===== config.mk =====
export PLATFORM = sky130hd
export DESIGN_NAME = mem_sweep_engine
export DESIGN_NICKNAME = d
export VERILOG_FILES = /design/src/rtl/mem_sweep_engine.sv
export SDC_FILE = /design/constraint.sdc
export NUM_CORES = 1
export LEC_CHECK = 0
export BUFFER_PORTS_ARGS = -buffer_cell sky130_fd_sc_hd__buf_2
export CORE_MARGIN = 2
export CORE_UTILIZATION = 45
export DETAILED_ROUTE_END_ITERATION = 8
export GPL_TIMING_DRIVEN = 1
export PLACE_DENSITY_LB_ADDON = 0.15
export SYNTH_ARGS = -nofsm -noshare
export SYNTH_HDL_FRONTEND = slang
export SYNTH_SLANG_ARGS = --single-unit

===== constraint.sdc =====
create_clock -name clk -period 2.95 [get_ports clk]
set_input_delay 0.1475 -clock clk [delete_from_list [all_inputs] [get_ports clk]]
set_output_delay 0.1475 -clock clk [all_outputs]
set_load 0.02 [all_outputs]

===== src/rtl/mem_sweep_engine.sv =====
// Block-RAM sweep sequencer: fills an address window with seed+k or reads it back
// into a 32-bit running checksum. Window addresses wrap modulo DEPTH_MEM.
module mem_sweep_engine #(
  parameter int WID_MEM   = 16,
  parameter int DEPTH_MEM = 4096,
  parameter int ADDR_W    = 12
) (
  input  logic                clk,
  input  logic                reset,
  input  logic                start,
  input  logic                mode,
  input  logic [ADDR_W-1:0]   base_addr,
  input  logic [ADDR_W:0]     length,
  input  logic [WID_MEM-1:0]  seed,
  output logic [ADDR_W-1:0]   mem_raddr,
  output logic [ADDR_W-1:0]   mem_waddr,
  output logic [WID_MEM-1:0]  mem_din,
  output logic                mem_we,
  input  logic [WID_MEM-1:0]  mem_dout,
  output logic                busy,
  output logic                done,
  output logic [31:0]         checksum
);

  localparam logic [2:0] S_IDLE  = 3'd0;
  localparam logic [2:0] S_FILL  = 3'd1;
  localparam logic [2:0] S_READ  = 3'd2;
  localparam logic [2:0] S_DRAIN = 3'd3;
  localparam logic [2:0] S_DONE  = 3'd4;

  localparam logic [ADDR_W:0] DEPTH_L = (ADDR_W+1)'(DEPTH_MEM);

  logic [2:0]        state;
  logic [ADDR_W:0]   len_q;
  logic [ADDR_W:0]   k;
  logic              rd_valid;
  logic [ADDR_W:0]   len_sat;
  logic              last;

  assign len_sat = (length > DEPTH_L) ? DEPTH_L : length;
  assign last    = (k == len_q - 1'b1);
  assign busy    = (state != S_IDLE);
  assign done    = (state == S_DONE);

  // Address/data registers advance in place; natural overflow gives the window wrap
  // and the mod 2^WID_MEM pattern. rd_valid marks that mem_dout holds a window word.
  always_ff @(posedge clk) begin
    if (!reset) begin
      state     <= S_IDLE;
      len_q     <= '0;
      k         <= '0;
      rd_valid  <= 1'b0;
      mem_raddr <= '0;
      mem_waddr <= '0;
      mem_din   <= '0;
      mem_we    <= 1'b0;
      checksum  <= '0;
    end else begin
      rd_valid <= (state == S_READ);
      if (rd_valid)
        checksum <= checksum + 32'(mem_dout);

      case (state)
        S_IDLE: begin
          if (start) begin
            checksum <= '0;
            k        <= '0;
            len_q    <= len_sat;
            if (len_sat == '0) begin
              state <= S_DONE;
            end else if (mode) begin
              state     <= S_FILL;
              mem_we    <= 1'b1;
              mem_waddr <= base_addr;
              mem_din   <= seed;
            end else begin
              state     <= S_READ;
              mem_raddr <= base_addr;
            end
          end
        end
        S_FILL: begin
          if (last) begin
            mem_we <= 1'b0;
            state  <= S_DONE;
          end else begin
            k         <= k + 1'b1;
            mem_waddr <= mem_waddr + 1'b1;
            mem_din   <= mem_din + 1'b1;
          end
        end
        S_READ: begin
          if (last) begin
            state <= S_DRAIN;
          end else begin
            k         <= k + 1'b1;
            mem_raddr <= mem_raddr + 1'b1;
          end
        end
        S_DRAIN: state <= S_DONE;
        S_DONE:  state <= S_IDLE;
        default: state <= S_IDLE;
      endcase
    end
  end

endmodule


==> results of run 1 <==
-- power groups by stage --
stage / clock network (W) / registers (W) / logic (W)
2_1_floorplan: 0 / 0.00212 / 0.00140
3_3_place_gp: 0 / 0.00197 / 0.00247
3_5_place_dp: 0 / 0.00196 / 0.00249
4_1_cts: 0.00135 / 0.00194 / 0.00250
5_1_grt: 0.00141 / 0.00199 / 0.00281
6_report: 0.00134 / 0.00195 / 0.00257
-- kinds of logic (layout without fill, tap and decap cells) --
| kind of cell | count (synthesis) | count (layout) | synth area share (%) |
|---|---|---|---|
| AND/OR/NAND/NOR | 344 | 344 | 27.0 |
| AO/OA/AOI/OAI | 254 | 254 | 26.6 |
| flip-flops | 103 | 103 | 31.0 |
| buffers and inverters | 61 | 227 | 3.70 |
| XOR/XNOR | 31 | 31 | 4.08 |
| adder cells (fa/ha/maj) | 22 | 22 | 4.25 |
| multiplexers | 22 | 22 | 3.34 |
-- how the worst max path moves through the flow --
stage                        start           end  slack, ns
after global placement    len_q[0]  mem_waddr[8]       0.05
after detailed placement  len_q[1]  mem_waddr[2]       0.03
final                     len_q[7]   mem_din[13]      -0.03
after floorplan           len_q[5]  mem_waddr[8]      -0.03
after CTS                 len_q[1]  mem_waddr[8]      0.005
after global routing      len_q[7]  mem_raddr[9]      -0.12
-- Yosys cell counts, types with 4 or more instances --
cell	instances	area (um^2)
dfxtp_1	103	2060
nand2_1	92	345
nor2_1	63	236
a21oi_1	55	275
nand3_1	40	200
o21ai_0	38	190
clkbuf_1	37	139
nor3_1	24	120
o31ai_1	24	180
ha_1	21	263
mux2i_1	20	200
and3_1	18	113
nor4_1	18	113
xor2_1	17	149
o211ai_1	16	120
a21o_1	15	113
xnor2_1	14	123
inv_1	13	48.8
a211oi_1	12	90.1
or4_1	12	90.1
nand4_1	11	68.8
nand4b_1	11	96.3
a22o_1	10	87.6
a31oi_1	9	56.3
or3_1	9	56.3
nor3b_1	8	60.1
o21ai_1	7	35.0
nand2b_1	6	37.5
o221a_1	6	67.6
or2_2	6	37.5
a211o_1	5	43.8
a22oi_1	5	37.5
buf_2	5	25.0
o2111ai_1	5	43.8
o41ai_1	5	43.8
and2_1	4	25.0
buf_1	4	15.0
o22ai_1	4	25.0
or2_1	4	25.0
or3b_2	4	35.0
-- what timing repair did --
action / in CTS / in global routing
resized for setup: 0 / 27
endpoints found under the setup margin: 0 / 50
setup buffers: 0 / 4
-- area by class of cell --
cell class,instances,area [um^2],share of cell area [%]
timing repair buffer,198,1280,15.3
tap,184,230,2.74
inverter,13,48.8,0.581
sequential,103,2070,24.6
clock inverter,5,81.3,0.969
multi-input combinational,673,4440,52.9
clock buffer,11,243,2.89
-- metal layers --
metal	track usage, %	up-vias
met4	6.41	0
met1	37.2	3360
met3	3.19	18
met2	38.4	265
met5	0	-
li1	-	3502
-- state kept, by name, summed over array words and instances (netlist names) --
register / cells
state: 3
rd_valid: 1
mem_waddr: 12
checksum: 32
mem_din: 16
k: 13
len_q: 13
mem_we: 1
mem_raddr: 12
-- per-stage QoR --
| stage | utilization [%] | total power, W |
|---|---|---|
| final | 58.0 | 0.00586 |
| after global routing | 58.0 | 0.00621 |
| after CTS | 56.3 | 0.00579 |
| after detailed placement | 54.1 | 0.00445 |
| after global placement | 54.1 | 0.00444 |
| after floorplan | - | 0.00352 |
==> impl_metrics.ini, run 1 <==
[logic_synthesis]
synth_edf_count = 0
yosysUniqueCellTypes = 75
ys_async_sr_fraction_pct = 0
synth_seq_cells = 103
synth_nets = 920
syn-cell-area_um2 = 6660
synth_flop_cell = dfxtp_1
syn_inst = 837
syn_avg_cell_area_um2 = 7.96
synth_seq_area_share_pct = 31.0
yosysWarnings = 0

[worst_setup_path]
cpPeakStageDelay_ns = 0.55
setup.worst_path.end_class = register
crit_cells = 9
critical_path_class = reg -> reg
start_kind = register
worstPathArrival_ns = 3.29
regToRegSetupSlack_ns = -0.03
reg2reg_to = mem_din[13]
cp_max_fo = 6
rr_startpoint = len_q[7]
path_common_cell = or4_4
critPathBufInv = 2
critPathTopFamily = simple AND/OR/NAND/NOR gates
slowest_stage = or4_4
required_ns = 3.26
r2r_cells = 9
path_cells = or4_4 -> or4_4 -> a2111oi_4 -> o2111a_1 -> nand3_4 -> buf_12 -> o21ai_2 -> buf_6 -> o221a_1

[pwr]
p_int_w = 0.00338
p_switching_w = 0.00248
p_seq_share_pct = 33.3
swShare_pct = 42.2
powerDensity_nw_per_um2 = 698
peakVddDrop_uv = 399
comb_power_share_pct = 43.8
clockPowerShare_pct = 22.9
p_leak_nw = 3.57

[floorplan]
io_pins = 136
die_h_um = 126
die_area_um2 = 15800
die_w_um = 126
core_um2 = 14500
rows = 44
start_util_pct = 46.0

[place]
place_area_um2 = 7830
portBuffers = 135
dpl_worst_slack_ns = 0.0284
post-place-cells = 1162
hpwl_um = 14400
gp_congestion = 0.906

[routing]
vias = 7145
drt-vias-per-instance = 6.02
routed-wl-met2_um = 9030
drcViolationCount = 0
routed_wl_um = 20500
wl_met1_um = 9750
first_iter_violations = 514
wl_met3_um = 1460
maxUsedRoutingLayer = met4
antenna_left = 0
dr.pass1.iters = 5
post_drt_wl_per_cell_um = 17.3

[sta]
fin_ws_ns = -0.0328
max_freq_ghz = 0.335
tightest_slew_ns = 0.760
hold_viol_final = 0
whs_ns = 0.0325
period_share_pct = 101
slew_viol_final = 0
tns_ns = -0.227
period_needed_ns = 2.98
finalClockSkew_ns = 0.00741
finalSetupViolCount = 12
slew_headroom_pct = 49.3
rsz0062_at_grt = true

[global_route]
overflow = 0
grt_pass1_wl_um = 32800
grt_use_total_pct = 25.0
grt_max_degree = 68
grt_pass1_vias = 6430
antenna_found_initial = 0

[final_layout]
final_cell_mix = 135 x buf_2, 100 x dfxtp_1, 91 x nand2_1
areaGrowthSynthToFinish_pct = 26.1
n_fill_cell = 1397
nets = 1081
fin_area_um2 = 8400
diodes = 0
drive_gt1_share_pct = 25.5
stdcell_count = 1187
final_common_cell = buf_2

[min_path]
hp-class = in -> reg
worstHoldStart = length[10]
whs_endpoint = len_q[10]
hold_depth = 2

[clock_tree]
clk_path_buf_depth = 2
ctsHoldBuffers = 0
cts_root_buf = clkbuf_16
clkSlewWorstSetupHoldPaths_ns = 0.08
cts_tree = done
cts_max_level = 3
cts_sinks = 103
clk_latency_ns = 0.36
cts_inserted_buffers = 9

[status]
outcome = complete, but fails checks
violations = setup timing

[run]
maxCapViolCount = 0
Power figures use the tool's default switching activity.
==> run 2: changes to the inputs <==
--- a/config.mk
+++ b/config.mk
@@ -6,11 +6,12 @@
 export NUM_CORES = 1
 export LEC_CHECK = 0
 export BUFFER_PORTS_ARGS = -buffer_cell sky130_fd_sc_hd__buf_2
-export CORE_MARGIN = 2
+export CORE_MARGIN = 3
 export CORE_UTILIZATION = 45
 export DETAILED_ROUTE_END_ITERATION = 8
 export GPL_TIMING_DRIVEN = 1
 export PLACE_DENSITY_LB_ADDON = 0.15
+export REMOVE_ABC_BUFFERS = 1
 export SYNTH_ARGS = -nofsm -noshare
 export SYNTH_HDL_FRONTEND = slang
 export SYNTH_SLANG_ARGS = --single-unit
==> run 2 against run 1 <==
The flow still finishes with violations (setup timing). Flip-flop and latch count unchanged. Setup slack improved by 0.012 ns. Clock skew increased by 0.0013 ns. Non-clock buffer count increased by 3. Power decreased by 0.76%. Clock-buffer cell count decreased by 1. Fmax increased by 0.40%. Cell area about the same. Clock power decreased by 3%. Final cell count about the same. Wire length increased by 0.88%. Largest power group unchanged. Highest routed layer unchanged.
==> impl_metrics.ini, run 2 (same netlist as run 1, synthesis figures left out) <==
[status]
outcome = complete, but fails checks
violations = setup timing

[place]
post-place-cells = 1162
gp_congestion = 0.867
portBuffers = 135
dpl_worst_slack_ns = -0.198
place_area_um2 = 7820
hpwl_um = 14800

[pwr]
powerDensity_nw_per_um2 = 692
peakVddDrop_uv = 485
p_leak_nw = 3.56

[sta]
fin_ws_ns = -0.0210
tightest_slew_ns = 1.22
period_needed_ns = 2.97
finalSetupViolCount = 5
max_freq_ghz = 0.337
period_share_pct = 101
slew_headroom_pct = 17.9
hold_viol_final = 0
tns_ns = -0.0466
finalClockSkew_ns = 0.00874
whs_ns = 0.0325
rsz0062_at_grt = true
slew_viol_final = 0

[worst_setup_path]
startpoint = len_q[6]
required_ns = 3.20
critical_path_class = reg -> reg
cpPeakStageDelay_ns = 0.56
cp_max_fo = 5
reg2reg_to = mem_din[7]
rr_startpoint = len_q[6]
path_common_cell = or4_4
endpoint = mem_din[7]
slowest_stage = or4_4
regToRegSetupSlack_ns = -0.02
path_cells = or4_4 -> or4_4 -> a2111oi_4 -> o2111a_1 -> nand3_2 -> buf_6 -> buf_4 -> a211oi_1 -> o22ai_1
worstPathArrival_ns = 3.22
r2r_cells = 9
setup.worst_path.end_class = register
start_kind = register

[clock_tree]
cts_sinks = 103
cts_tree = done
clk_path_buf_depth = 2
clkSlewWorstSetupHoldPaths_ns = 0.08
cts_inserted_buffers = 9
ctsHoldBuffers = 0
clk_latency_ns = 0.36
cts_root_buf = clkbuf_16
cts_max_level = 3

[floorplan]
die_h_um = 128
start_util_pct = 47.1
die_w_um = 128
die_area_um2 = 16300
io_pins = 136
core_um2 = 14100
rows = 43

[min_path]
hp-class = in -> reg
hold_depth = 2

[routing]
wl_met3_um = 1320
routed_wl_um = 20700
antenna_left = 0
maxUsedRoutingLayer = met4
post_drt_wl_per_cell_um = 17.5
routed-wl-met2_um = 9640
first_iter_violations = 438
drt-vias-per-instance = 6.07
vias = 7204
dr.pass1.iters = 5
wl_met1_um = 9350
drcViolationCount = 0

[run]
maxCapViolCount = 0

[global_route]
grt_max_degree = 42
antenna_found_initial = 0
grt_pass1_wl_um = 32800
grt_pass1_vias = 6501
overflow = 0
grt_use_total_pct = 24.5

[final_layout]
final_cell_mix = 135 x buf_2, 100 x dfxtp_1, 92 x nand2_1
diodes = 0
areaGrowthSynthToFinish_pct = 26.2
largest_reg_flops = 32
final_common_cell = buf_2
largestRegisters = checksum: 32 flops, mem_din: 16 flops
stdcell_count = 1186
nets = 1084
top_register = checksum
fin_area_um2 = 8400
drive_gt1_share_pct = 26.0
[run 2: changes by cell type in the layout (fill, tap and decap cells not counted), moves of 2 or more]
cell       before  now
buf_4          49   56
a21oi_1        53   55
a21oi_2         2    0
clkbuf_16      13   10
o2111ai_1       5    3
nor2_2          1    3
buf_12          3    1
o21ai_2         3    1
[run 2: worst max-delay path, delay by kind of cell (launching register included)]
kind | cells | cell delay [ns]
compound gates | 4 | 1.00
buf+inv | 2 | 0.30
flops | 1 | 0.31
simple gates | 3 | 1.23
[run 2: per-stage QoR]
stage,total power (W),util [%]
6_report,0.00582,59.4
5_1_grt,0.00616,59.4
4_1_cts,0.00573,58.3
3_5_place_dp,0.00439,55.2
3_3_place_gp,0.00436,55.2
2_1_floorplan,0.00343,-
[run 2: where the power goes]
part	switching, W	leakage, nW	internal [W]
logic	0.00160	2.58	0.000970
registers	0.000319	0.839	0.00163
clock network	0.000560	0.148	0.000742
[run 2: final cells by class]
cell class	instances	area, um^2
sequential	103	2070
timing repair buffer	201	1250
clock inverter	6	85.1
fill	1297	5750
tap	180	225
clock buffer	10	229
inverter	13	48.8
multi-input combinational	673	4500
[run 2: how the worst min path moves through the flow]
stage	startpoint	to	slack (ns)
2_1_floorplan	length[0]	len_q[0]	0.26
3_3_place_gp	length[9]	len_q[9]	0.39
3_5_place_dp	length[9]	len_q[9]	0.39
4_1_cts	length[9]	len_q[9]	0.02
5_1_grt	length[9]	len_q[9]	0.02
6_report	length[9]	len_q[9]	0.03
[run 2: metal layers]
layer  vias to the layer above  GRT usage (%)
met1                      3415           32.6
li1                       3513              -
met5                         -              0
met2                       246           40.1
met3                        30           5.14
met4                         0           7.18
[run 2: what timing repair did]
item | in CTS | in global routing
resized for setup | 15 | 21
pin swaps | 7 | 12
endpoints found under the setup margin | 51 | 54
gates cloned | 2 | 2
buffers inserted | 2 | 2
==> run 3: changes to the inputs <==
--- a/config.mk
+++ b/config.mk
@@ -5,6 +5,7 @@
 export SDC_FILE = /design/constraint.sdc
 export NUM_CORES = 1
 export LEC_CHECK = 0
+export ABC_AREA = 1
 export BUFFER_PORTS_ARGS = -buffer_cell sky130_fd_sc_hd__buf_2
 export CORE_MARGIN = 3
 export CORE_UTILIZATION = 45
==> constraint.sdc (replaced) <==
create_clock -name clk -period 3.1 [get_ports clk]
set_input_delay 0.155 -clock clk [delete_from_list [all_inputs] [get_ports clk]]
set_output_delay 0.155 -clock clk [all_outputs]
set_load 0.02 [all_outputs]
==> run 3 against run 2 <==
The flow now finishes without violations. Worst hold slack improved by 0.0063 ns. Power is 19% lower. Setup slack gained 0.69 ns. Sequential power decreased by 13%. Sequential share of layout area is 0.41 points higher. Wire length is 9.3% lower. Critical path type unchanged. Largest power group is now sequential cells.
==> impl_metrics.ini, run 3 <==
[logic_synthesis]
synth_flop_cell = dfxtp_1
synth_seq_area_share_pct = 29.0
synthTopCellsByArea = dfxtp_1 29%, nand2_1 16%, nor2_1 9.2%
syn_avg_cell_area_um2 = 6.21
synth_edf_count = 0
syn_inst = 1145
synth_seq_cells = 103
syn-cell-area_um2 = 7110
synth_top_area_cell = dfxtp_1
synth_top_area_share_pct = 29.0
synthTopCellsByCount = 308 x nand2_1, 174 x nor2_1, 115 x inv_1
yosysUniqueCellTypes = 44
yosysWarnings = 0
yosysMostFrequentCell = nand2_1
ys_async_sr_fraction_pct = 0

[sta]
finalClockSkew_ns = 0.0119
tightest_slew_ns = 0.910
max_freq_ghz = 0.412
hold_viol_final = 0
slew_headroom_pct = 39.2
period_needed_ns = 2.43
whs_ns = 0.0387
slew_viol_final = 0
rsz0062_at_grt = false
finalSetupViolCount = 0
period_share_pct = 78.3
tns_ns = 0

[routing]
first_iter_violations = 418
routed_wl_um = 18800
dr.pass1.iters = 4
post_drt_wl_per_cell_um = 12.7
antenna_left = 0
drt-vias-per-instance = 4.99
drcViolationCount = 0
vias = 7358

[global_route]
overflow = 0
grt_pass1_vias = 6730
grt_use_total_pct = 21.3
antenna_found_initial = 0
grt_max_degree = 47
grt_pass1_wl_um = 31400

[pwr]
p_leak_nw = 4.04
swShare_pct = 40.5
clockPowerShare_pct = 28.1
p_seq_share_pct = 36.3
powerDensity_nw_per_um2 = 568
comb_power_share_pct = 35.6
p_switching_w = 0.00189
peakVddDrop_uv = 317
p_int_w = 0.00279

[worst_setup_path]
worstPathArrival_ns = 2.69
r2r_cells = 13
cp_max_fo = 46
setup.worst_path.end_class = register
start_kind = register
required_ns = 3.36
critical_path_class = reg -> reg

[floorplan]
die_area_um2 = 17400
die_h_um = 132
io_pins = 136
rows = 45
core_um2 = 15300
start_util_pct = 46.5
die_w_um = 132

[min_path]
hold_depth = 3
hp-class = in -> reg

[final_layout]
diodes = 0
areaGrowthSynthToFinish_pct = 16.0
n_fill_cell = 1619
final_common_cell = nand2_1
drive_gt1_share_pct = 14.6
final_cell_mix = 308 x nand2_1, 174 x nor2_1, 135 x buf_2
nets = 1342
largestRegisters = checksum: 32 flops, mem_din: 16 flops
largest_reg_flops = 32
top_register = checksum

[status]
outcome = completed

[clock_tree]
cts_root_buf = clkbuf_16
clk_path_buf_depth = 2
cts_max_level = 3
clkSlewWorstSetupHoldPaths_ns = 0.08
cts_sinks = 103
cts_inserted_buffers = 9
cts_tree = done
cts_setup_buffers = 0
ctsResizeCount = 0
clk_latency_ns = 0.37
ctsHoldBuffers = 0

[run]
maxCapViolCount = 0

[place]
gp_congestion = 0.902
portBuffers = 135
hpwl_um = 14000
## run 3: final timing paths
path | from | to | slack (ns)
setup / recovery | len_q[0] | mem_din[12] | 0.67
hold / removal | length[11] | len_q[11] | 0.04
setup reg to reg | len_q[0] | mem_din[12] | 0.67
hold reg to reg | checksum[25] | checksum[25] | 0.48
## run 3: layer usage
metal	up-vias	global-route usage [%]	routed length [um]
li1	3904	-	-
met1	3257	28.8	9100
met2	178	34.0	8260
met3	19	6.03	1180
met5	-	0	0
met4	0	4.73	220
## run 3: logic make-up after synthesis
family	count (synthesis)	share of synthesized area, %
and+or+nand+nor	667	41.0
buffers and inverters	157	9.00
AOI/OAI and AO/OA	146	10.9
DFF	103	29.0
xor gates and xnor gates	49	6.03
adders and majority gates	22	3.97
muxes	1	0.141
## run 3: final cells by class
type | instances | area [um^2] | area share, %
clock buffers | 9 | 225 | 2.73
clock inverters | 7 | 116 | 1.41
inverters | 118 | 443 | 5.37
multi-input cells | 885 | 4410 | 53.5
flip-flops and latches | 103 | 2060 | 25.0
well taps | 211 | 264 | 3.20
repair buffers | 142 | 728 | 8.83
## run 3: worst max-delay path: stages (launching register included)
cell and delay, ns:
dfxtp_1 0.32, inv_1 0.13, ha_1 0.31, nand2_2 0.11, nor2_4 0.15, nand2_2 0.08, nand2_1 0.07, nand3_2 0.09
nor2_4 0.17, nand4_4 0.23, nand2_4 0.43, nand2_1 0.10, nand2_1 0.08, nor2_1 0.04
## run 3: power by group through the flow
stage,sequential [W],clock (W),combinational [W]
after global routing,0.00173,0.00139,0.00190
after CTS,0.00170,0.00135,0.00168
after global placement,0.00173,0,0.00166
after detailed placement,0.00172,0,0.00167
final,0.00170,0.00131,0.00167
after floorplan,0.00186,0,0.00103
## run 3: through the flow
step / setup WS, ns / area (um^2) / total power [W] / utilization (%) / std cells
global placement: 0.729 / 7910 / 0.00339 / 51.6 / 1459
CTS: 0.632 / 8250 / 0.00473 / 53.9 / 1475
floorplan: 0.746 / 6920 / 0.00289 / - / 1106
detailed placement: 0.647 / 7910 / 0.00339 / 51.6 / 1459
global route: 0.372 / 8250 / 0.00502 / 53.9 / 1475
finish: 0.672 / 8250 / 0.00468 / 53.9 / 1475
